[src/rtl/eth_rq_pkg.sv]
// eth_rq_pkg: shared types and constants for the Ethernet-to-RQ bridge.
package eth_rq_pkg;
  typedef enum logic [1:0] {HDR0, HDR1, PAYLOAD, DROP} state_t;
  localparam logic [15:0] ETH_RQ_ETHERTYPE = 16'h88B5;
  localparam int TUSER_W = 60;
  localparam int FIRST_BE_LSB = 0;
  localparam int LAST_BE_LSB = 4;
  localparam int BE_W = 4;
  localparam int ETYPE_BYTE = 4;
  localparam int BE_BYTE = 6;
endpackage

[src/rtl/axis_skid2.sv]
// axis_skid2: two-entry registered skid buffer; head entry drives the output directly.
module axis_skid2 #(
  parameter int W = 127
) (
  input  logic         clk,
  input  logic         rst,
  input  logic [W-1:0] in_data,
  input  logic         in_valid,
  output logic         in_ready,
  output logic [W-1:0] out_data,
  output logic         out_valid,
  input  logic         out_ready
);
  logic [W-1:0] d0, d1;
  logic [1:0] cnt;
  logic push, pop;
  assign in_ready = cnt != 2'd2;
  assign out_valid = cnt != 2'd0;
  assign out_data = d0;
  assign push = in_valid & in_ready;
  assign pop = out_valid & out_ready;
  // a full buffer never accepts, so push and pop together only happen with one entry held
  always_ff @(posedge clk or posedge rst)
    if (rst) begin
      d0 <= '0;
      d1 <= '0;
      cnt <= '0;
    end else begin
      d0 <= pop ? (cnt == 2'd2 ? d1 : in_data) : (push && cnt == 2'd0 ? in_data : d0);
      d1 <= push && !pop && cnt == 2'd1 ? in_data : d1;
      cnt <= cnt + {1'b0, push} - {1'b0, pop};
    end
endmodule

[src/rtl/eth_rq_bridge.sv]
// eth_rq_bridge: strips the 16-byte Ethernet encapsulation and replays the TLP on RQ; ETH_RQ_STATS_EN enables counters.
module eth_rq_bridge
  import eth_rq_pkg::*;
#(
  parameter int C_DATA_WIDTH = 64,
  parameter int KEEP_WIDTH = C_DATA_WIDTH / 32,
  parameter logic [15:0] ETHERTYPE = ETH_RQ_ETHERTYPE
) (
  input  logic                      user_clk,
  input  logic                      cold_reset,
  input  logic [C_DATA_WIDTH-1:0]   s_axis_rx_tdata,
  input  logic [C_DATA_WIDTH/8-1:0] s_axis_rx_tkeep,
  input  logic                      s_axis_rx_tvalid,
  input  logic                      s_axis_rx_tlast,
  output logic                      s_axis_rx_tready,
  output logic [C_DATA_WIDTH-1:0]   m_axis_rq_tdata,
  output logic [KEEP_WIDTH-1:0]     m_axis_rq_tkeep,
  output logic [TUSER_W-1:0]        m_axis_rq_tuser,
  output logic                      m_axis_rq_tlast,
  output logic                      m_axis_rq_tvalid,
  input  logic                      m_axis_rq_tready,
  output logic [15:0]               drop_count,
  output logic [15:0]               runt_count
);
  localparam int SW = C_DATA_WIDTH + KEEP_WIDTH + TUSER_W + 1;
  state_t state, state_d;
  logic accept, match, push, latch_be, skid_ready;
  logic [7:0] be_q;
  logic [KEEP_WIDTH-1:0] dw_keep;
  logic [TUSER_W-1:0] tuser;
  assign accept = s_axis_rx_tvalid & s_axis_rx_tready;
  assign match = {s_axis_rx_tdata[ETYPE_BYTE*8+:8], s_axis_rx_tdata[(ETYPE_BYTE+1)*8+:8]} == ETHERTYPE;
  always_ff @(posedge user_clk or posedge cold_reset)
    if (cold_reset) state <= HDR0;
    else state <= state_d;
  always_comb
    state_d = !accept ? state :
              s_axis_rx_tlast ? HDR0 :
              state == HDR0 ? HDR1 :
              state == HDR1 ? (match ? PAYLOAD : DROP) : state;
  always_comb begin
    s_axis_rx_tready = !cold_reset && (state != PAYLOAD || skid_ready);
    push = accept && state == PAYLOAD;
    latch_be = accept && state == HDR1;
  end
  always_ff @(posedge user_clk or posedge cold_reset)
    if (cold_reset) be_q <= '0;
    else if (latch_be) be_q <= s_axis_rx_tdata[BE_BYTE*8+:8];
  for (genvar k = 0; k < KEEP_WIDTH; k++) begin : g_keep
    assign dw_keep[k] = &s_axis_rx_tkeep[4*k+:4];
  end
  always_comb begin
    tuser = '0;
    tuser[FIRST_BE_LSB+:BE_W] = be_q[3:0];
    tuser[LAST_BE_LSB+:BE_W] = be_q[7:4];
  end
  axis_skid2 #(.W(SW)) u_skid (
    .clk      (user_clk),
    .rst      (cold_reset),
    .in_data  ({s_axis_rx_tdata, dw_keep, tuser, s_axis_rx_tlast}),
    .in_valid (push),
    .in_ready (skid_ready),
    .out_data ({m_axis_rq_tdata, m_axis_rq_tkeep, m_axis_rq_tuser, m_axis_rq_tlast}),
    .out_valid(m_axis_rq_tvalid),
    .out_ready(m_axis_rq_tready)
  );
`ifdef ETH_RQ_STATS_EN
  logic drop_inc, runt_inc;
  // a mismatching header is counted as a drop even when it also ends the frame
  assign drop_inc = accept && state == HDR1 && !match;
  assign runt_inc = accept && s_axis_rx_tlast && (state == HDR0 || (state == HDR1 && match));
  always_ff @(posedge user_clk or posedge cold_reset)
    if (cold_reset) begin
      drop_count <= '0;
      runt_count <= '0;
    end else begin
      drop_count <= drop_count + {15'd0, drop_inc && drop_count != 16'hFFFF};
      runt_count <= runt_count + {15'd0, runt_inc && runt_count != 16'hFFFF};
    end
`else
  assign drop_count = '0;
  assign runt_count = '0;
`endif
endmodule

[config.mk]
export PLATFORM = sky130hd
export DESIGN_NAME = eth_rq_bridge
export DESIGN_NICKNAME = d
export VERILOG_FILES = /design/src/rtl/eth_rq_pkg.sv /design/src/rtl/axis_skid2.sv /design/src/rtl/eth_rq_bridge.sv
export SDC_FILE = /design/constraint.sdc
export NUM_CORES = 1
export LEC_CHECK = 0
export ABC_AREA = 0
export CAP_MARGIN = 20
export CORE_MARGIN = 5
export CORE_UTILIZATION = 40
export CTS_BUF_LIST = sky130_fd_sc_hd__clkbuf_8 sky130_fd_sc_hd__clkbuf_16
export DETAILED_ROUTE_END_ITERATION = 7
export PLACE_DENSITY = 0.72
export SKIP_LAST_GASP = 1
export SLEW_MARGIN = 15
export SYNTH_ARGS = -nofsm -noshare
export SYNTH_HDL_FRONTEND = slang
export SYNTH_SLANG_ARGS = --single-unit
[constraint.sdc]
create_clock -name user_clk -period 9.5 [get_ports user_clk]
set_input_delay 0.95 -clock user_clk [delete_from_list [all_inputs] [get_ports user_clk]]
set_output_delay 0.95 -clock user_clk [all_outputs]
set_load 0.1 [all_outputs]
Word level (Yosys, flattened, before mapping)

Cells that the tools add are included.

Bits in registers: 214
Bits of input ports: 77
Output and inout port bits: 161
Word-level logic and storage cells: 41

$add $sub $neg: 2
Eq/ne operators: 7
Muxes and demuxes: 7
Bitwise operators: 3
Reduce and logical (&&, ||, !) cells: 17

Operators with widths:

| kind                 | count |
|---|---|
| $mux 127             | 3 |
| $eq 16x16->1 const B | 1 |
| $reduce_and 4->1     | 2 |
| $logic_and 1x1->1    | 6 |
| $mux 2               | 3 |
| $eq 2x1->1 const B   | 2 |
| $eq 2x2->1 const B   | 2 |
| $logic_not 2->1      | 2 |
| $ne 2x2->1 const B   | 2 |
| $reduce_bool 2->1    | 2 |
| $and 1x1->1          | 3 |
| $reduce_bool 3->1    | 1 |
| $add 2x1->2          | 1 |
| $logic_not 1->1      | 2 |
| $reduce_and 2->1     | 1 |
| $sub 2x1->2          | 1 |
| $logic_or 1x1->1     | 1 |
| $mux 1               | 1 |

Depth between registers and ports, before layout

Depth in word-level cells: 9
Depth in mapped cells: 5
Gate-level depth less buffers: 5

Modules after synthesis

From an unflattened synthesis, not the netlist that was laid out.

Cell total of the unflattened synthesis: 1303
Area, all modules: 13385.3 µm²

By module, submodules not included:

| module        | times used | cells each | area an instance (µm²) | sequential area each (µm²) |
|---|---|---|---|---|
| axis_skid2    | 1          | 1229       | 12629.6                | 6406.1 |
| eth_rq_bridge | 1          | 74         | 755.7                  | 250.2 |

Worst setup path before layout

OpenSTA, ideal clock, no wires.

Kind: input to output
Start point: in cold_reset
End point: out s_axis_rx_tready
Arrival: 2.478 ns
Required time: 8.550 ns
Path slack: 6.072 ns
Cell stages on the path: 1
Path buffers: 0
Path through: a31oi_1

Longest elaborated chain between the ends: 2

Ends and longest elaborated chain:

| element                          | RTL line            | RTL |
|---|---|---|
| from (decl)                      | eth_rq_bridge.sv:10 | `input logic cold_reset,` |
| $logic_not 1->1 (no source line) | -                   |  |
| $logic_and 1x1->1                | eth_rq_bridge.sv:42 | `s_axis_rx_tready = !cold_reset && (state != PAYLOAD \|\| skid_ready);` |
| to (decl)                        | eth_rq_bridge.sv:15 | `output logic s_axis_rx_tready,` |

No other way between the ends.

Worst setup path in the final report

Same ends and word-level chain as after synthesis.

==> flow_summary.json <==
{
  "fin_crit_sh_pct": 40.6,
  "synth_most_common_cell": "mux2_2",
  "dr.pass1.iters": 4,
  "synth_ff_type": "dfrtp_1",
  "rows": 51,
  "wl_um": 16100,
  "clock_insertion_delay_worst_skew_ns": 0.41,
  "yosysSeqAreaShare_pct": 51.2,
  "antennaDiodeCount": 0,
  "crit_path_end_kind": "primary output",
  "path_class": "input pin to primary output",
  "cp.required_ns": 8.55,
  "final_nets": 768,
  "area_growth_pct": 25.9,
  "drc_errors": 0,
  "grt_pass1_vias": 5005,
  "gp_congestion": 0.735,
  "dieArea_sq_mm": 0.0227,
  "clock_sinks": 162,
  "critPathSlowestCell": "clkdlybuf4s50_1",
  "grt_usage_pct": 14.5,
  "worstSetupStartpointType": "input pin",
  "hold_path.class": "flip-flop to flip-flop",
  "yosysTopAreaCellShare_pct": 51.2,
  "die_y_um": 151,
  "grt_max_degree": 90,
  "clock_skew_ns": 0.00928,
  "place_area_sq_mm": 0.00937,
  "ys_warn_count": 0,
  "cpPeakStageDelay_ns": 1.17,
  "route.vias.total": 4439,
  "synth_seq_cells": 162,
  "core_sq_mm": 0.0195,
  "synth-edff-count": 0,
  "yosys-top-cells-area": "dfrtp_1, mux2_2, mux2_4",
  "initial_utilization_pct": 40.7,
  "die_x_um": 151,
  "outcome": "completed",
  "worst_pin_slew_ns": 1.06,
  "cpMostUsedCell": "clkdlybuf4s50_1",
  "h-tree-depth": 4,
  "wire_per_inst_um": 16.6,
  "drive_above_1_share_pct": 39.1,
  "final_max_slew_viol_count": 0,
  "setup_viol": 0,
  "hold_buffers": 0,
  "rsz0062_at_grt": "no",
  "postLayoutCellArea_sq_mm": 0.00996,
  "clk_path_buf_depth": 2,
  "synth_common_cells": "mux2_2, dfrtp_1, buf_4, mux2_4, buf_2",
  "syn_inst": 539,
  "async_reset_ff_share_pct": 100,
  "grt.overflow.total": 0,
  "cts-root-buf": "clkbuf_16",
  "finalHoldViolCount": 0,
  "fin_tns_setup_ns": 0,
  "ant_nets": 0,
  "portBuffers": 153,
  "cap_viol_max_count": 0,
  "cp_max_fo": 5,
  "slew_headroom_pct": 29.1,
  "viasPerCell": 4.59,
  "cts_resized": 0,
  "grt_pass1_wl_um": 26000,
  "yosys.area.top_type": "dfrtp_1",
  "dp_hpwl_um": 11000,
  "grt_antenna_before_repair": 0,
  "fin_crit_ns": 3.86,
  "syn_avg_cell_area_sq_um": 14.7,
  "netlist_area_sq_mm": 0.00791,
  "postCtsSetupBuffers": 0,
  "clk_pin_slew_ns": 0.06,
  "cts_tree": "built",
  "drtIter0Drc": 95,
  "ioPinCount": 238,
  "worst_ep_arrival_time_ns": 2.91,
  "path_cells": "clkdlybuf4s50_1, a31oi_1, clkdlybuf4s50_1",
  "fmax_ghz": 0.259,
  "yosysUniqueCellTypes": 31,
  "numCtsBuffers": 17
}
==> per-layer routing <==
layer / part of all wire, % / routed length, um / global-route usage, % / up-vias
met1: 41 / 6670 / 17.7 / 2259
met2: 51 / 8260 / 25.0 / 141
met4: 1.1 / 171 / 3.67 / 0
met5: 0 / 0 / 0 / -
met3: 6.1 / 984 / 4.43 / 12
li1: - / - / - / 2027
==> per-stage QoR <==
step	cells	worst slack, ns	hold slack, ns	util (%)
3_5_place_dp	936	5.68	0.490	48.1
2_1_floorplan	622	4.17	0.475	-
5_1_grt	968	5.57	0.513	51.2
6_report	968	5.64	0.502	51.2
3_3_place_gp	935	5.69	0.483	48.0
4_1_cts	968	5.66	0.505	51.2
==> final timing paths <==
| kind | startpoint | to | slack [ns] | depth (start not counted) |
|---|---|---|---|---|
| worst min-delay path | u_skid.d1[97] | u_skid.d1[97] | 0.50 | 1 |
| worst min register to register | u_skid.d1[97] | u_skid.d1[97] | 0.50 | 1 |
| worst max register to register | state[0] | u_skid.out_data[93] | 6.86 | 4 |
| max in group asynchronous | cold_reset | u_skid.d1[1] | 6.86 | 3 |
| worst max-delay path | cold_reset | s_axis_rx_tready | 5.64 | 3 |
| min in group asynchronous | cold_reset | state[1] | 1.16 | 2 |
==> cells by family after synthesis <==
| group | after synthesis | share of synthesized area [%] |
|---|---|---|
| other cells | 1 | 0.0474 |
| buf+inv | 111 | 10.1 |
| mux | 234 | 35.7 |
| flops | 162 | 51.2 |
| fa+ha+maj | 1 | 0.158 |
| simple gates | 22 | 2.04 |
| compound gates | 5 | 0.411 |
| xor+xnor | 3 | 0.332 |
==> worst max-delay path: cells and delay by family <==
| family | cells | cell delay [ns] |
|---|---|---|
| buffers and inverters | 2 | 1.70 |
| AOI/OAI and AO/OA | 1 | 0.25 |
==> cell type report <==
class	count	area (sq um)
fill	1660	9500
tap	265	332
multi-input combinational	349	3390
inverter	3	16.3
timing repair buffer	157	1580
clock inverter	10	98.8
sequential	162	4050
clock buffer	22	494
==> cells in the final DEF (no fill, tap or decap), drive strengths merged, types with 3 or more instances in the layout <==
master / n
mux2: 234
buf: 4
clkbuf: 22
conb: 84
inv: 5
dfrtp: 162
clkdlybuf4s50: 153
clkinv: 5
xnor2: 3
nor2b: 3
==> registers in the layout, summed over array words and instances (netlist names) <==
name	count
u_skid.cnt	2
state	2
be_q	8
u_skid.d1	75
u_skid.out_data	75
Power is left out: the tool's default activity adds up to more than one toggle a clock period on the data nets, which glitch-free logic cannot reach.
